<file path="src/rtl/cpu_pkg.sv">
// Shared CPU package: widths, ALU opcodes,
// comparator encodings and the ID/EX bundle.
package cpu_pkg;

  localparam int XLEN = 32;
  localparam int RA_W = 5;

  localparam logic [3:0] ALU_AND  = 4'b0000;
  localparam logic [3:0] ALU_OR   = 4'b0001;
  localparam logic [3:0] ALU_ADD  = 4'b0010;
  localparam logic [3:0] ALU_XOR  = 4'b0011;
  localparam logic [3:0] ALU_SLL  = 4'b0100;
  localparam logic [3:0] ALU_SRL  = 4'b0101;
  localparam logic [3:0] ALU_SUB  = 4'b0110;
  localparam logic [3:0] ALU_SLT  = 4'b0111;
  localparam logic [3:0] ALU_SLTU = 4'b1000;
  localparam logic [3:0] ALU_SRA  = 4'b1001;

  localparam logic [3:0] BUBBLE_OP = ALU_AND;

  localparam logic [1:0] CMP_OFF = 2'b00;
  localparam logic [1:0] CMP_NE  = 2'b01;
  localparam logic [1:0] CMP_EQ  = 2'b11;

  typedef struct packed {
    logic            valid;
    logic [XLEN-1:0] pc;
    logic [XLEN-1:0] rs1_data;
    logic [XLEN-1:0] rs2_data;
    logic [XLEN-1:0] imm;
    logic [RA_W-1:0] rs1_addr;
    logic [RA_W-1:0] rs2_addr;
    logic [RA_W-1:0] rd_addr;
    logic [3:0]      alu_control;
    logic [1:0]      equal_comp;
    logic            alu_src_a;
    logic            alu_src_b;
    logic            mem_read;
    logic            reg_write;
  } id_ex_t;

endpackage

</file>
<file path="src/rtl/ex_forward_mux.sv">
// Priority forwarding mux for one EX operand:
// EX/MEM over MEM/WB over register file, x0 never forwarded.
module ex_forward_mux
  import cpu_pkg::*;
(
  input  logic [RA_W-1:0] rs,
  input  logic [XLEN-1:0] rf_data,
  input  logic            exmem_reg_write,
  input  logic [RA_W-1:0] exmem_rd_addr,
  input  logic [XLEN-1:0] exmem_result,
  input  logic            memwb_reg_write,
  input  logic [RA_W-1:0] memwb_rd_addr,
  input  logic [XLEN-1:0] memwb_result,
  output logic [XLEN-1:0] data
);

  logic hit_exmem;
  logic hit_memwb;

  assign hit_exmem = exmem_reg_write
                   & (exmem_rd_addr != '0)
                   & (exmem_rd_addr == rs);
  assign hit_memwb = memwb_reg_write
                   & (memwb_rd_addr != '0)
                   & (memwb_rd_addr == rs);

  // youngest producer wins
  always_comb begin
    data = rf_data;
    if (hit_exmem)
      data = exmem_result;
    else if (hit_memwb)
      data = memwb_result;
  end

endmodule

</file>
<file path="src/rtl/id_ex_stage.sv">
// ID/EX register with load-use stall, flush
// and operand forwarding into the ALU.
module id_ex_stage
  import cpu_pkg::*;
(
  input  logic            clk,
  input  logic            rst_n,
  input  logic            id_valid,
  input  logic [XLEN-1:0] id_pc,
  input  logic [XLEN-1:0] id_rs1_data,
  input  logic [XLEN-1:0] id_rs2_data,
  input  logic [XLEN-1:0] id_imm,
  input  logic [RA_W-1:0] id_rs1_addr,
  input  logic [RA_W-1:0] id_rs2_addr,
  input  logic [RA_W-1:0] id_rd_addr,
  input  logic [3:0]      id_alu_control,
  input  logic [1:0]      id_equalComp,
  input  logic            id_alu_src_a,
  input  logic            id_alu_src_b,
  input  logic            id_mem_read,
  input  logic            id_reg_write,
  input  logic            ex_flush,
  input  logic            exmem_reg_write,
  input  logic [RA_W-1:0] exmem_rd_addr,
  input  logic [XLEN-1:0] exmem_result,
  input  logic            memwb_reg_write,
  input  logic [RA_W-1:0] memwb_rd_addr,
  input  logic [XLEN-1:0] memwb_result,
  output logic            stall_id,
  output logic [XLEN-1:0] ScrA,
  output logic [XLEN-1:0] ScrB,
  output logic [3:0]      alu_control,
  output logic [1:0]      equalComp,
  output logic            ex_valid,
  output logic [XLEN-1:0] ex_pc,
  output logic [XLEN-1:0] ex_store_data,
  output logic [RA_W-1:0] ex_rd_addr,
  output logic            ex_reg_write,
  output logic            ex_mem_read
);

  id_ex_t          id_in;
  id_ex_t          ex_q;
  logic            rd_hit;
  logic [XLEN-1:0] fwd_a;
  logic [XLEN-1:0] fwd_b;

  // pack the decode slot into the stage bundle
  always_comb begin
    id_in             = '0;
    id_in.valid       = id_valid;
    id_in.pc          = id_pc;
    id_in.rs1_data    = id_rs1_data;
    id_in.rs2_data    = id_rs2_data;
    id_in.imm         = id_imm;
    id_in.rs1_addr    = id_rs1_addr;
    id_in.rs2_addr    = id_rs2_addr;
    id_in.rd_addr     = id_rd_addr;
    id_in.alu_control = id_alu_control;
    id_in.equal_comp  = id_equalComp;
    id_in.alu_src_a   = id_alu_src_a;
    id_in.alu_src_b   = id_alu_src_b;
    id_in.mem_read    = id_mem_read;
    id_in.reg_write   = id_reg_write;
  end

  assign rd_hit = (ex_q.rd_addr == id_rs1_addr)
                | (ex_q.rd_addr == id_rs2_addr);

  assign stall_id = id_valid
                  & ex_q.valid
                  & ex_q.mem_read
                  & (ex_q.rd_addr != '0)
                  & rd_hit;

  // reset, then bubble on flush/stall/empty slot, else load
  always_ff @(posedge clk) begin
    if (!rst_n) begin
      ex_q             <= '0;
      ex_q.alu_control <= BUBBLE_OP;
      ex_q.equal_comp  <= CMP_OFF;
    end else if (ex_flush || stall_id || !id_valid) begin
      ex_q.valid       <= 1'b0;
      ex_q.reg_write   <= 1'b0;
      ex_q.mem_read    <= 1'b0;
      ex_q.alu_control <= BUBBLE_OP;
      ex_q.equal_comp  <= CMP_OFF;
    end else begin
      ex_q <= id_in;
    end
  end

  ex_forward_mux u_fwd_a (
    .rs              (ex_q.rs1_addr),
    .rf_data         (ex_q.rs1_data),
    .exmem_reg_write (exmem_reg_write),
    .exmem_rd_addr   (exmem_rd_addr),
    .exmem_result    (exmem_result),
    .memwb_reg_write (memwb_reg_write),
    .memwb_rd_addr   (memwb_rd_addr),
    .memwb_result    (memwb_result),
    .data            (fwd_a)
  );

  ex_forward_mux u_fwd_b (
    .rs              (ex_q.rs2_addr),
    .rf_data         (ex_q.rs2_data),
    .exmem_reg_write (exmem_reg_write),
    .exmem_rd_addr   (exmem_rd_addr),
    .exmem_result    (exmem_result),
    .memwb_reg_write (memwb_reg_write),
    .memwb_rd_addr   (memwb_rd_addr),
    .memwb_result    (memwb_result),
    .data            (fwd_b)
  );

  assign ScrA          = ex_q.alu_src_a ? ex_q.pc  : fwd_a;
  assign ScrB          = ex_q.alu_src_b ? ex_q.imm : fwd_b;
  assign ex_store_data = fwd_b;
  assign alu_control   = ex_q.alu_control;
  assign equalComp     = ex_q.equal_comp;
  assign ex_valid      = ex_q.valid;
  assign ex_pc         = ex_q.pc;
  assign ex_rd_addr    = ex_q.rd_addr;
  assign ex_reg_write  = ex_q.reg_write;
  assign ex_mem_read   = ex_q.mem_read;

endmodule

</file>
<file path="config.mk">
export PLATFORM = sky130hd
export DESIGN_NAME = id_ex_stage
export DESIGN_NICKNAME = d
export VERILOG_FILES = /design/src/rtl/cpu_pkg.sv /design/src/rtl/ex_forward_mux.sv /design/src/rtl/id_ex_stage.sv
export SDC_FILE = /design/constraint.sdc
export NUM_CORES = 1
export LEC_CHECK = 0
export CAP_MARGIN = 20
export CORE_UTILIZATION = 49
export CTS_BUF_LIST = sky130_fd_sc_hd__clkbuf_8
export CTS_CLUSTER_SIZE = 20
export DETAILED_ROUTE_END_ITERATION = 16
export GPL_TIMING_DRIVEN = 0
export PLACE_DENSITY_LB_ADDON = 0.3
export SLEW_MARGIN = 20
export SYNTH_ARGS = -nofsm -noshare
export SYNTH_HDL_FRONTEND = slang
export SYNTH_SLANG_ARGS = --single-unit
</file>
<file path="constraint.sdc">
create_clock -name clk -period 2.7 [get_ports clk]
set_input_delay 0.54 -clock clk [delete_from_list [all_inputs] [get_ports clk]]
set_output_delay 0.54 -clock clk [all_outputs]
set_load 0.05 [all_outputs]
</file>
==> results of run 1 <==
[metal layers]
metal  track usage, %  overflow
met2             92.4         9
met4             73.3        11
met5             28.8         0
met1             74.9         0
met3             57.2         0
[cells by family after synthesis]
kind of cell,after synthesis
compound gates,421
flops,154
buf+inv,231
simple gates,772
mux,37
xor+xnor,28
[what timing repair did]
| action | 4_1_cts |
|---|---|
| endpoints found under the setup margin | 247 |
| gates cloned | 10 |
| pin swaps | 92 |
| hold buffers | 0 |
| buffers inserted | 30 |
| endpoints found under the hold margin | 0 |
| gates resized for setup | 1107 |
[through the flow]
step,utilization [%],cell area [µm²],TNS (ps)
floorplan,-,13300,-11230
global placement,74.3,17400,-253570
detailed placement,74.3,17400,-262120
CTS,86.9,20400,-27790
[synthesized netlist by cell type]
cell type / count
nor4_1: 1
o21ai_1: 1
nand3_1: 155
nor4b_1: 32
nand4_1: 34
or2_0: 1
or4_1: 1
and4_1: 1
clkbuf_1: 161
nand2_1: 178
mux2i_1: 5
a21oi_1: 2
o31ai_1: 64
buf_1: 6
and2_1: 149
a311o_1: 145
or2_2: 1
o211a_1: 1
and3_1: 1
or3_1: 1
buf_2: 18
nor2_1: 179
mux2_2: 32
nor2b_1: 2
dfxtp_1: 154
nor3_1: 33
xor2_1: 3
xnor2_1: 25
o21a_1: 2
o22ai_1: 1
a211oi_1: 32
a31oi_1: 32
or2_1: 1
o211ai_2: 1
nand2b_1: 2
o21ai_0: 140
buf_4: 46
==> flow_summary_export.csv, run 1 <==
group,metric,value,unit
floorplan,die_h,157,µm
run_status,lastStage,"global routing",
clocking,cts_htree_levels,4,
synth,synthCells,1643,
place,placed_cells,2336,
global_route,grt_usage,74.5,%
synth,yosysWarnings,0,
synth,synth-seq-cells,154,
sta,crit_endpoint,"ScrA[12]",
run_status,outcome,"did not finish",
synth,syn_area,0.0117,mm²
clocking,cts_buffer_depth,2,
synth,synthMuxAreaShare,3.50,%
floorplan,rows,56,
sta,timing.worst_endpoint.kind,"top-level output",
run_status,firstError,"[ERROR GRT-0232] Routing congestion too high. Check the congestion heatmap in the GUI.",
clocking,numCtsBuffers,17,
synth,syn-mean-instance-area,7.13,µm²
synth,yosysSeqAreaShare,26.3,%
synth,synth-xor-area-share,2.09,%
clocking,root_buffer,"clkbuf_8",
synth,syn_nets,1876,
floorplan,pin_count,376,
synth,synth.area.top_cells,"dfxtp_1 (26%), a311o_1 (12%), and2_1 (8.0%)",
synth,synth_top_area_cell,"dfxtp_1",
floorplan,die_width,157,µm
clocking,cts_sinks,154,
floorplan,initial_core_util,49.9,%
synth,yosysTopAreaCellShare,26.3,%
synth,synth_compound_gate_area_share,26.7,%
place,dp_hpwl,41100,µm
synth,synth-simple-area-share,32.3,%
synth,synth.distinct_cells,37,
synth,synthAdderAreaFrac,0,%
place,port_buffers,374,
synth,synth_top_family_by_area,"simple AND/OR/NAND/NOR gates",
place,place.gp.congestion,0.980,
global_route,grt_max_degree,20,
global_route,grt-ovfl-total,20,
place,pre_cts_ws,-2050,ps
==> run 2, diff against run 1 <==
--- a/config.mk
+++ b/config.mk
@@ -6,12 +6,10 @@
 export NUM_CORES = 1
 export LEC_CHECK = 0
 export CAP_MARGIN = 20
-export CORE_UTILIZATION = 49
-export CTS_BUF_LIST = sky130_fd_sc_hd__clkbuf_8
-export CTS_CLUSTER_SIZE = 20
+export CORE_UTILIZATION = 35
 export DETAILED_ROUTE_END_ITERATION = 16
 export GPL_TIMING_DRIVEN = 0
-export PLACE_DENSITY_LB_ADDON = 0.3
+export PLACE_DENSITY_LB_ADDON = 0.15
 export SLEW_MARGIN = 20
 export SYNTH_ARGS = -nofsm -noshare
 export SYNTH_HDL_FRONTEND = slang
==> flow_summary_export.csv, run 2 <==
group,metric,value,unit
routing,drtIter0Drc,1498,
power_and_ir_drop,swShare,41.1,%
setup_path,r2r_slack,180,ps
synth,syn_nets,1876,
clocking,cts_tree,"built",
power_and_ir_drop,ir_drop,0.421,mV
setup_path,rr_startpoint,"ex_rd_addr[1]",
run_status,failed_checks,"negative setup slack",
sta,rsz0062_at_grt,"true",
routing,drc,0,
routing,ant_nets,0,
setup_path,worst_ep_arrival_time,2550,ps
sta,fin_crit,3090,ps
synth,synth.distinct_cells,37,
setup_path,crit_path_end_kind,"primary output",
routing,vias,15187,
setup_path,path_class,"reg -> out",
synth,yosysSeqAreaShare,26.3,%
finish,largest_register,"ex_q",
finish,num-fill-cells,2671,
power_and_ir_drop,power_frac_comb,45.1,%
global_route,antenna_found_initial,7,
synth,yosysWarnings,0,
sta,fin_skew,15.5,ps
synth,synth.area.top_cells,"dfxtp_1 (26%), a311o_1 (12%), and2_1 (8.0%)",
sta,timing.final.ws_setup,-395,ps
sta,setup_violations,96,
clocking,cts_htree_levels,4,
place,port_buffers,374,
clocking,clock_latency,450,ps
synth,syn_area,0.0117,mm²
clocking,cts_sinks,154,
sta,tightest_slew,1090,ps
run_status,outcome,"finished, violations left",
floorplan,initial_core_util,35.8,%
finish,largest_reg_flops,108,
power_and_ir_drop,power_density,465,mW/mm²
clocking,cts_buffer_depth,2,
flow_run,max-cap-violations,0,
place,pre_cts_ws,-2180,ps
setup_path,worstPathRequired,2160,ps
setup_path,worstPathCellList,"or2_0 -> o21a_2 -> or3_4 -> buf_12 -> buf_12 -> a211oi_4 -> o31ai_4 -> buf_6",
setup_path,crit_top_cell,"buf_12",
clocking,numCtsBuffers,17,
routing,routed_wl,59900,µm
global_route,grt_pass1_wl,87500,µm
finish,final_common_cell,"clkdlybuf4s50_1",
power_and_ir_drop,power_switching,4.02,mW
sta,final_max_slew_viol_count,0,
place,dp_hpwl,43600,µm
floorplan,fp.dieArea,0.0342,mm²
floorplan,core,0.0327,mm²
sta,final_hold_viol_count,0,
setup_path,cp_slowest_cell,"or3_4",
synth,synth-seq-cells,154,
setup_path,cp_max_fo,5,
clocking,clk_pin_slew_worst_paths,80,ps
sta,tns,-26270,ps
synth,synth_top_area_cell,"dfxtp_1",
setup_path,crit_path_max_incr_delay,400,ps
place,place.gp.congestion,0.959,
finish,final_net_count,2323,
routing,drt_pre_antenna_iters,6,
min_path,min_path_type,"in -> reg",
synth,postSynth.asyncResetShare,0,%
power_and_ir_drop,p_leak,7.89,nW
synth,synth-edff-count,0,
setup_path,worstSetupStartpoint,"ex_q[24]",
setup_path,regToRegEndpoint,"ex_q[23]",
setup_path,cp-start-kind,"flip-flop",
synth,yosysTopAreaCellShare,26.3,%
routing,vias_per_cell,5.95,
finish,drive_gt1_share,28.7,%
floorplan,die_width,185,µm
power_and_ir_drop,internal_power,5.77,mW
synth,synth_common_cells,"nor2_1 (179), nand2_1 (178), clkbuf_1 (161)",
setup_path,rr_worst_depth,7,
setup_path,endpoint,"ScrA[10]",
routing,wl_per_cell,23.5,µm
synth,synth_most_common_cell,"nor2_1",
power_and_ir_drop,seqPwrFrac,27.6,%
global_route,grt_usage,33.8,%
finish,most-common-layout-cells,"clkdlybuf4s50_1 (261), nand2_1 (177), nand3_1 (152)",
power_and_ir_drop,p_clk_share,27.2,%
synth,synthFlopType,"dfxtp_1",
sta,max-slew-margin-rel,27.5,%
floorplan,rows,66,
finish,syn_to_final_growth,79.7,%
sta,post-route-period-util,115,%
sta,fmax,323,MHz
floorplan,pin_count,376,
synth,syn-mean-instance-area,7.13,µm²
synth,synthCells,1643,
global_route,grt_pass1_vias,14541,
floorplan,die_h,185,µm
global_route,grt_max_degree,20,
global_route,grt-ovfl-total,0,
clocking,root_buffer,"clkbuf_16",
run 2: cell counts after synthesis:
No cell type changed its count.
run 2: worst min-delay path by stage:
stage	startpoint	endpoint	slack, ps	depth (start not counted)
2_1_floorplan	ex_rd_addr[2]	ex_rd_addr[2]	600	1
3_3_place_gp	ex_q[38]	ex_q[38]	620	2
3_5_place_dp	ex_q[67]	ex_q[67]	630	2
4_1_cts	id_alu_control[0]	alu_control[0]	640	2
5_1_grt	id_alu_control[0]	alu_control[0]	640	2
6_report	id_alu_control[0]	alu_control[0]	640	2
run 2: critical path: cells and delay by family (launching register included):
kind,cells,cell delay (ps)
AO/OA/AOI/OAI,3,650
AND/OR/NAND/NOR,2,600
buffers and inverters,3,480
flip-flops,1,360
run 2: through the flow:
step | total power, mW | hold slack (ps) | std cells | cell area (µm²) | util [%]
5_1_grt | 10.0 | 644 | 2549 | 21100 | 64.4
6_report | 9.79 | 636 | 2551 | 21100 | 64.4
3_3_place_gp | 6.29 | 621 | 2459 | 17600 | 53.8
4_1_cts | 9.50 | 640 | 2519 | 20500 | 62.7
2_1_floorplan | 4.97 | 598 | 1643 | 13300 | -
3_5_place_dp | 6.32 | 627 | 2459 | 17600 | 53.8
run 2: cell type report:
type	count	area [µm²]	share of cell area, %
multi-input cells	1258	10600	50.5
repair buffers	437	4650	22.1
flip-flops and latches	154	3100	14.7
plain buffers	222	1500	7.13
well taps	442	553	2.63
clock buffers	17	425	2.02
clock inverters	15	178	0.844
diodes	6	15.0	0.0713
run 2: kinds of logic after synthesis:
kind of cell	after synthesis	share of synthesized area, %
simple gates	772	32.3
compound gates	421	26.7
buf+inv	231	9.07
flops	154	26.3
mux	37	3.50
xor+xnor	28	2.09
run 2: timing repair:
action | in CTS | in global routing
buffers inserted | 30 | 31
gates cloned | 5 | 1
endpoints found under the hold margin | 0 | 0
pin swaps | 115 | 49
resized for setup | 1077 | 115
hold buffers | 0 | 0
setup endpoints to repair | 247 | 144
run 2: power groups by stage:
stage | combinational [mW] | sequential, mW | clock (mW)
2_1_floorplan | 2.35 | 2.62 | 0
3_3_place_gp | 3.59 | 2.70 | 0
4_1_cts | 4.18 | 2.69 | 2.63
6_report | 4.42 | 2.70 | 2.67
5_1_grt | 4.59 | 2.72 | 2.74
3_5_place_dp | 3.62 | 2.70 | 0
run 2: routing by layer:
metal	GRT usage, %	vias up	wire [µm]
met4	17.3	2	2960
met3	4.62	163	4560
li1	-	6864	-
met5	0	-	16
met2	55.4	828	27900
met1	43.3	7330	24400
(Power assumes the default switching activity.)
==> RTL edit 1, RTL diff (settings of run 2) <==
The package constant `RA_W` goes from 5 to 10.
--- a/src/rtl/cpu_pkg.sv
+++ b/src/rtl/cpu_pkg.sv
@@ -5,3 +5,3 @@
   localparam int XLEN = 32;
-  localparam int RA_W = 5;
+  localparam int RA_W = 10;
 
Ports: changed (6 resized); port bits go from 376 to 406. The function was not compared with the original's and may differ.
==> RTL edit 1 against run 2 <==
  * The run still ends with negative setup slack left
  * Clock power fell by 3%
  * Combinational power down 15%
  * Count of clock-buffer cells in the layout rose by 4
  * Area after synthesis increased by 14%
  * Cell count rose by 5.1%
  * Routed wire length rose by 27%
  * Sequential power increased by 12%
  * Sequential cell count is 15 higher
  * Total power decreased by 4.6%
  * Worst setup slack got worse by 0.062 ns
  * Final area increased by 3.3%
  * Critical path type is now input pin to output pin
  * Critical endpoint is now ScrB[29]
==> RTL edit 1: results (changes against run 2) <==
[metrics] wire length of the first global-routing pass: 108400 um (was 87460 um)
[metrics] iteration count of the initial detailed-routing pass: 8 (was 6)
[metrics] violation count after the first detailed-routing iteration: 2114 (was 1498)
[metrics] I/O Buffers: 404 (was 374)
[metrics] final weighted congestion in routability-driven placement: 0.9776 (was 0.9594)
[metrics] most common library cells after synthesis: sky130_fd_sc_hd__nand3_1 (322), sky130_fd_sc_hd__clkbuf_1 (178), sky130_fd_sc_hd__dfxtp_1 (169) (was sky130_fd_sc_hd__nor2_1 (179), sky130_fd_sc_hd__nand2_1 (178), sky130_fd_sc_hd__clkbuf_1 (161))
[metrics] number of cells after detailed placement: 2606 (was 2459)
[metrics] violations in the final reports: negative setup slack (unchanged)
[metrics] final count of negative-setup-slack endpoints: 96 (unchanged)
[metrics] Seq/Total Area, Yosys: 25.30% (was 26.31%)
[metrics] most frequent cell after synthesis: sky130_fd_sc_hd__nand3_1 (was sky130_fd_sc_hd__nor2_1)
[metrics] total global-route track usage: 37.25% (was 33.84%)
[metrics] arrival time reported for the critical path endpoint: 2.62 ns (was 2.55 ns)
[metrics] crit-path max FO: 7 (was 5)
[metrics] vias in the first global route: 16570 (was 14540)
[metrics] largest clock skew in the final design: 0.01783 ns (was 0.01546 ns)
[metrics] library cells used by synthesis: 34 (was 37)
[metrics] status: finished, violations left (unchanged)
[metrics] HPWL after detailed placement: 54440 um (was 43650 um)
[metrics] Filler Cell Count: 3329 (was 2671)
[metrics] routed length per placed instance: 28.36 um (was 23.47 um)
[metrics] share of layout cells above drive strength 1: 25.85% (was 28.72%)
[metrics] largest cells by area after synthesis: sky130_fd_sc_hd__dfxtp_1 (25%), sky130_fd_sc_hd__nand3_1 (12%), sky130_fd_sc_hd__a32oi_1 (10%) (was sky130_fd_sc_hd__dfxtp_1 (26%), sky130_fd_sc_hd__a311o_1 (12%), sky130_fd_sc_hd__and2_1 (8.0%))
[metrics] Setup Total Neg Slack: -30.33 ns (was -26.27 ns)
[metrics] Final Routed Wirelength: 76070 um (was 59870 um)
[metrics] post-synth net total: 1949 (was 1876)
[metrics] setup slack after layout: -0.4562 ns (was -0.3945 ns)
[metrics] pre-CTS WS: -2.090 ns (was -2.175 ns)
==> RTL edit 1: changes by cell type in the layout (fill, tap and decap cells not counted), sizes merged, moves of 59 or more <==
cell / run 2 / this run
nand2: 178 / 3
nand3: 155 / 322
a32oi: 0 / 160
and3: 1 / 161
o2111ai: 0 / 160
and2: 149 / 0
a311o: 145 / 0
o21ai: 141 / 0
nor2: 179 / 40
mux2i: 5 / 64
==> RTL edit 1: timing repair <==
item                       in CTS  in global routing
setup buffers                  31                  9
pin swaps                      74                 41
resized for setup            1089                107
setup endpoints to repair     197                197
cloned                         10                  4
==> RTL edit 1: critical path, stage by stage <==
cell and delay (ns):
sky130_fd_sc_hd__clkdlybuf4s15_2 0.24, sky130_fd_sc_hd__nor2_1 0.09, sky130_fd_sc_hd__a31o_4 0.26, sky130_fd_sc_hd__nor4_4 0.32, sky130_fd_sc_hd__buf_12 0.22, sky130_fd_sc_hd__buf_12 0.13, sky130_fd_sc_hd__buf_16 0.14, sky130_fd_sc_hd__mux2i_4 0.11
sky130_fd_sc_hd__a221oi_4 0.34, sky130_fd_sc_hd__buf_6 0.21
==> RTL edit 1: cells by family after synthesis <==
group	after synthesis	share of synthesized area (%)
AOI/OAI and AO/OA	438	29.02
xor gates and xnor gates	60	3.929
buffers and inverters	331	11.28
DFF	169	25.30
muxes	64	4.790
and+or+nand+nor	629	25.68
==> RTL edit 1: per-layer routing <==
metal	routed length [um]	global-route usage, %
met1	30300	50.12
met2	33050	56.36
met3	9020	8.178
met4	3695	17.26
met5	0	0
==> RTL edit 1: path summary, 6_finish.rpt <==
check / start / slack, ns / end / cells past startpoint
setup / recovery: memwb_rd_addr[9] / -0.46 / ScrB[29] / 10
setup reg to reg: ex_rd_addr[0] / 0.19 / ex_q[115] / 8
hold / removal: ex_q[129] / 0.52 / ex_q[129] / 2
hold reg to reg: ex_q[129] / 0.52 / ex_q[129] / 2
==> RTL edit 1: through the flow <==
stage,hold slack [ns],util (%)
5_1_grt,0.5375,57.76
3_3_place_gp,0.4935,48.89
2_1_floorplan,0.4823,-
6_report,0.5164,57.77
3_5_place_dp,0.5040,48.89
4_1_cts,0.5143,56.63
==> RTL edit 1: cell type report <==
type                       count  area [um2]  area share, %
multi-input combinational   1191       10400          47.79
timing repair buffer         455        4836          22.23
sequential                   169        3448          15.85
buffer                       278        1682          7.729
tap                          511       639.4          2.938
clock buffer                  21       460.4          2.116
inverter                      47       176.4         0.8108
clock inverter                 9       116.4         0.5348
antenna                        1       2.502        0.01150
==> RTL edit 1: power by group <==
group / total, mW / internal (mW) / switching [mW]
Clock: 2.59 / 1.41 / 1.18
Sequential: 3.02 / 2.71 / 0.312
Combinational: 3.74 / 1.53 / 2.21
Total: 9.34 / 5.65 / 3.69
==> RTL edit 2, RTL diff (config.mk and constraints of run 2) <==
Made on the original files. Make the reset (`rst_n`) asynchronous in one clocked block.
--- a/src/rtl/id_ex_stage.sv
+++ b/src/rtl/id_ex_stage.sv
@@ -76,3 +76,3 @@
   // reset, then bubble on flush/stall/empty slot, else load
-  always_ff @(posedge clk) begin
+  always_ff @(posedge clk or negedge rst_n) begin
     if (!rst_n) begin
Function: differs if rst_n is asserted again (counterexample within 4 cycles, from zero or initial values and one cycle with rst_n low); with rst_n held inactive, the same outputs for 4 cycles.
==> RTL edit 2 against run 2 <==
  * The flow still finishes with violations (negative setup slack)
  * Total power increased by 15%
  * Worst hold slack worse by 0.61 ns
  * Count of clock-buffer cells in the layout is 2 higher
  * Non-clock buffer count down 116
  * Fmax is 10% lower
  * Synthesized cell count down 50%
  * Utilization increased by 2.9 points
  * Global-route usage is 4.2 points lower
  * Final area is 20% lower
  * Clock power fell by 4%
  * Worst setup slack got worse by 0.34 ns
  * Area after synthesis is 23% lower
  * Routed wire length fell by 35%
  * Sequential cell count stayed put
==> RTL edit 2: results (changes against run 2) <==
[metrics] Max-slew headroom: 32.40% (was 27.53%)
[metrics] mean post-synth cell area: 10.85 um2 (was 7.132 um2)
[metrics] detailed-routing wirelength on met1: 16030 um (was 24410 um)
[metrics] Final Routed Wirelength: 38870 um (was 59870 um)
[metrics] share of layout cells above drive strength 1: 49.22% (was 28.72%)
[metrics] net switching fraction of the power: 40.52% (was 41.09%)
[metrics] pre-CTS WS: -2.006 ns (was -2.175 ns)
[metrics] CP startpoint: memwb_rd_addr[1] (was ex_q[24])
[metrics] power drawn by the combinational cells: 5.78 mW (was 4.42 mW)
[metrics] endpoint of the lowest-slack register-to-register path: ex_pc[29] (was ex_q[23])
[metrics] iteration count of the initial detailed-routing pass: 5 (was 6)
[metrics] largest cells by area after synthesis: sky130_fd_sc_hd__dfrtp_1 (43%), sky130_fd_sc_hd__mux2_2 (21%), sky130_fd_sc_hd__o31ai_1 (3.8%) (was sky130_fd_sc_hd__dfxtp_1 (26%), sky130_fd_sc_hd__a311o_1 (12%), sky130_fd_sc_hd__and2_1 (8.0%))
[metrics] total global-route track usage: 29.64% (was 33.84%)
[metrics] clock power share: 22.6% (was 27.2%)
[metrics] capture point of the worst path: ScrB[3] (was ScrA[10])
[metrics] path class of the lowest-slack min-delay path: input pin to asynchronous set/reset pin (was input pin to flop)
[metrics] amount of wire on met3 after detailed routing: 2811 um (was 4562 um)
[metrics] Met2 Routed Length: 19560 um (was 27910 um)
[metrics] Pleak: 6.572 nW (was 7.890 nW)
[metrics] initial antenna violation count: 4 (was 7)
[metrics] met2 Track Usage GR: 51.11% (was 55.41%)
[metrics] vias in the first global route: 8811 (was 14540)
[metrics] clock latency of the later-clocked register in the worst-skew pair: 0.43 ns (was 0.45 ns)
[metrics] global routing usage on met1: 37.49% (was 43.26%)
[metrics] Seq/Total Area, Yosys: 42.91% (was 26.31%)
[metrics] most common library cells after synthesis: sky130_fd_sc_hd__mux2_2 (164), sky130_fd_sc_hd__dfrtp_1 (154), sky130_fd_sc_hd__o31ai_1 (46) (was sky130_fd_sc_hd__nor2_1 (179), sky130_fd_sc_hd__nand2_1 (178), sky130_fd_sc_hd__clkbuf_1 (161))
[metrics] Max VDD drop: 0.4207 mV (was 0.4208 mV)
[metrics] HPWL after detailed placement: 28550 um (was 43650 um)
[metrics] Setup Total Neg Slack: -49.52 ns (was -26.27 ns)
[metrics] largest clock skew in the final design: 0.01258 ns (was 0.01546 ns)
[metrics] violations in the final reports: negative setup slack (unchanged)
[metrics] status: finished, violations left (unchanged)
[metrics] setup slack after layout: -0.7385 ns (was -0.3945 ns)
[metrics] most used flip-flop cell after synthesis: sky130_fd_sc_hd__dfrtp_1 (was sky130_fd_sc_hd__dfxtp_1)
[metrics] final count of negative-setup-slack endpoints: 96 (unchanged)
RTL edit 2: timing repair:
action | 4_1_cts | 5_1_grt
cloned | 6 | 3
buffers inserted | 39 | 13
pin swaps | 30 | 18
setup endpoints to repair | 156 | 134
gates resized for setup | 818 | 79
RTL edit 2: final cells by class:
class                      count  area (um2)  share of cell area [%]
antenna                        3       7.507                 0.04431
buffer                       109       897.1                   5.295
clock buffer                  19       442.9                   2.614
clock inverter                12       163.9                  0.9675
inverter                      18       67.56                  0.3988
multi-input combinational    540        6489                   38.30
sequential                   154        3860                   22.78
tap                          330       412.9                   2.437
timing repair buffer         434        4601                   27.16
RTL edit 2: cell families after synthesis:
family,Yosys count,synth area share (%)
DFF,154,42.91
muxes,202,24.88
and+or+nand+nor,193,11.91
xor gates and xnor gates,30,2.926
AOI/OAI and AO/OA,115,9.613
buffers and inverters,134,7.760
RTL edit 2: critical path, stage by stage:
cell and delay, ns:
sky130_fd_sc_hd__dlygate4sd2_1 0.30, sky130_fd_sc_hd__xor2_2 0.21, sky130_fd_sc_hd__or4b_4 0.55, sky130_fd_sc_hd__buf_8 0.15, sky130_fd_sc_hd__or3_4 0.45, sky130_fd_sc_hd__a211oi_4 0.30
sky130_fd_sc_hd__buf_4 0.16, sky130_fd_sc_hd__o31ai_4 0.05, sky130_fd_sc_hd__buf_6 0.19
RTL edit 2: worst min path at each step:
stage	start	end	slack [ns]	depth (start not counted)
6_report	rst_n	ex_q[19]	0.03	1
5_1_grt	rst_n	ex_q[19]	0.06	1
4_1_cts	rst_n	ex_rd_addr[4]	0.06	1
3_5_place_dp	ex_q[114]	ex_q[114]	0.49	1
3_3_place_gp	ex_q[108]	ex_q[108]	0.49	1
2_1_floorplan	rst_n	alu_control[0]	0.24	0
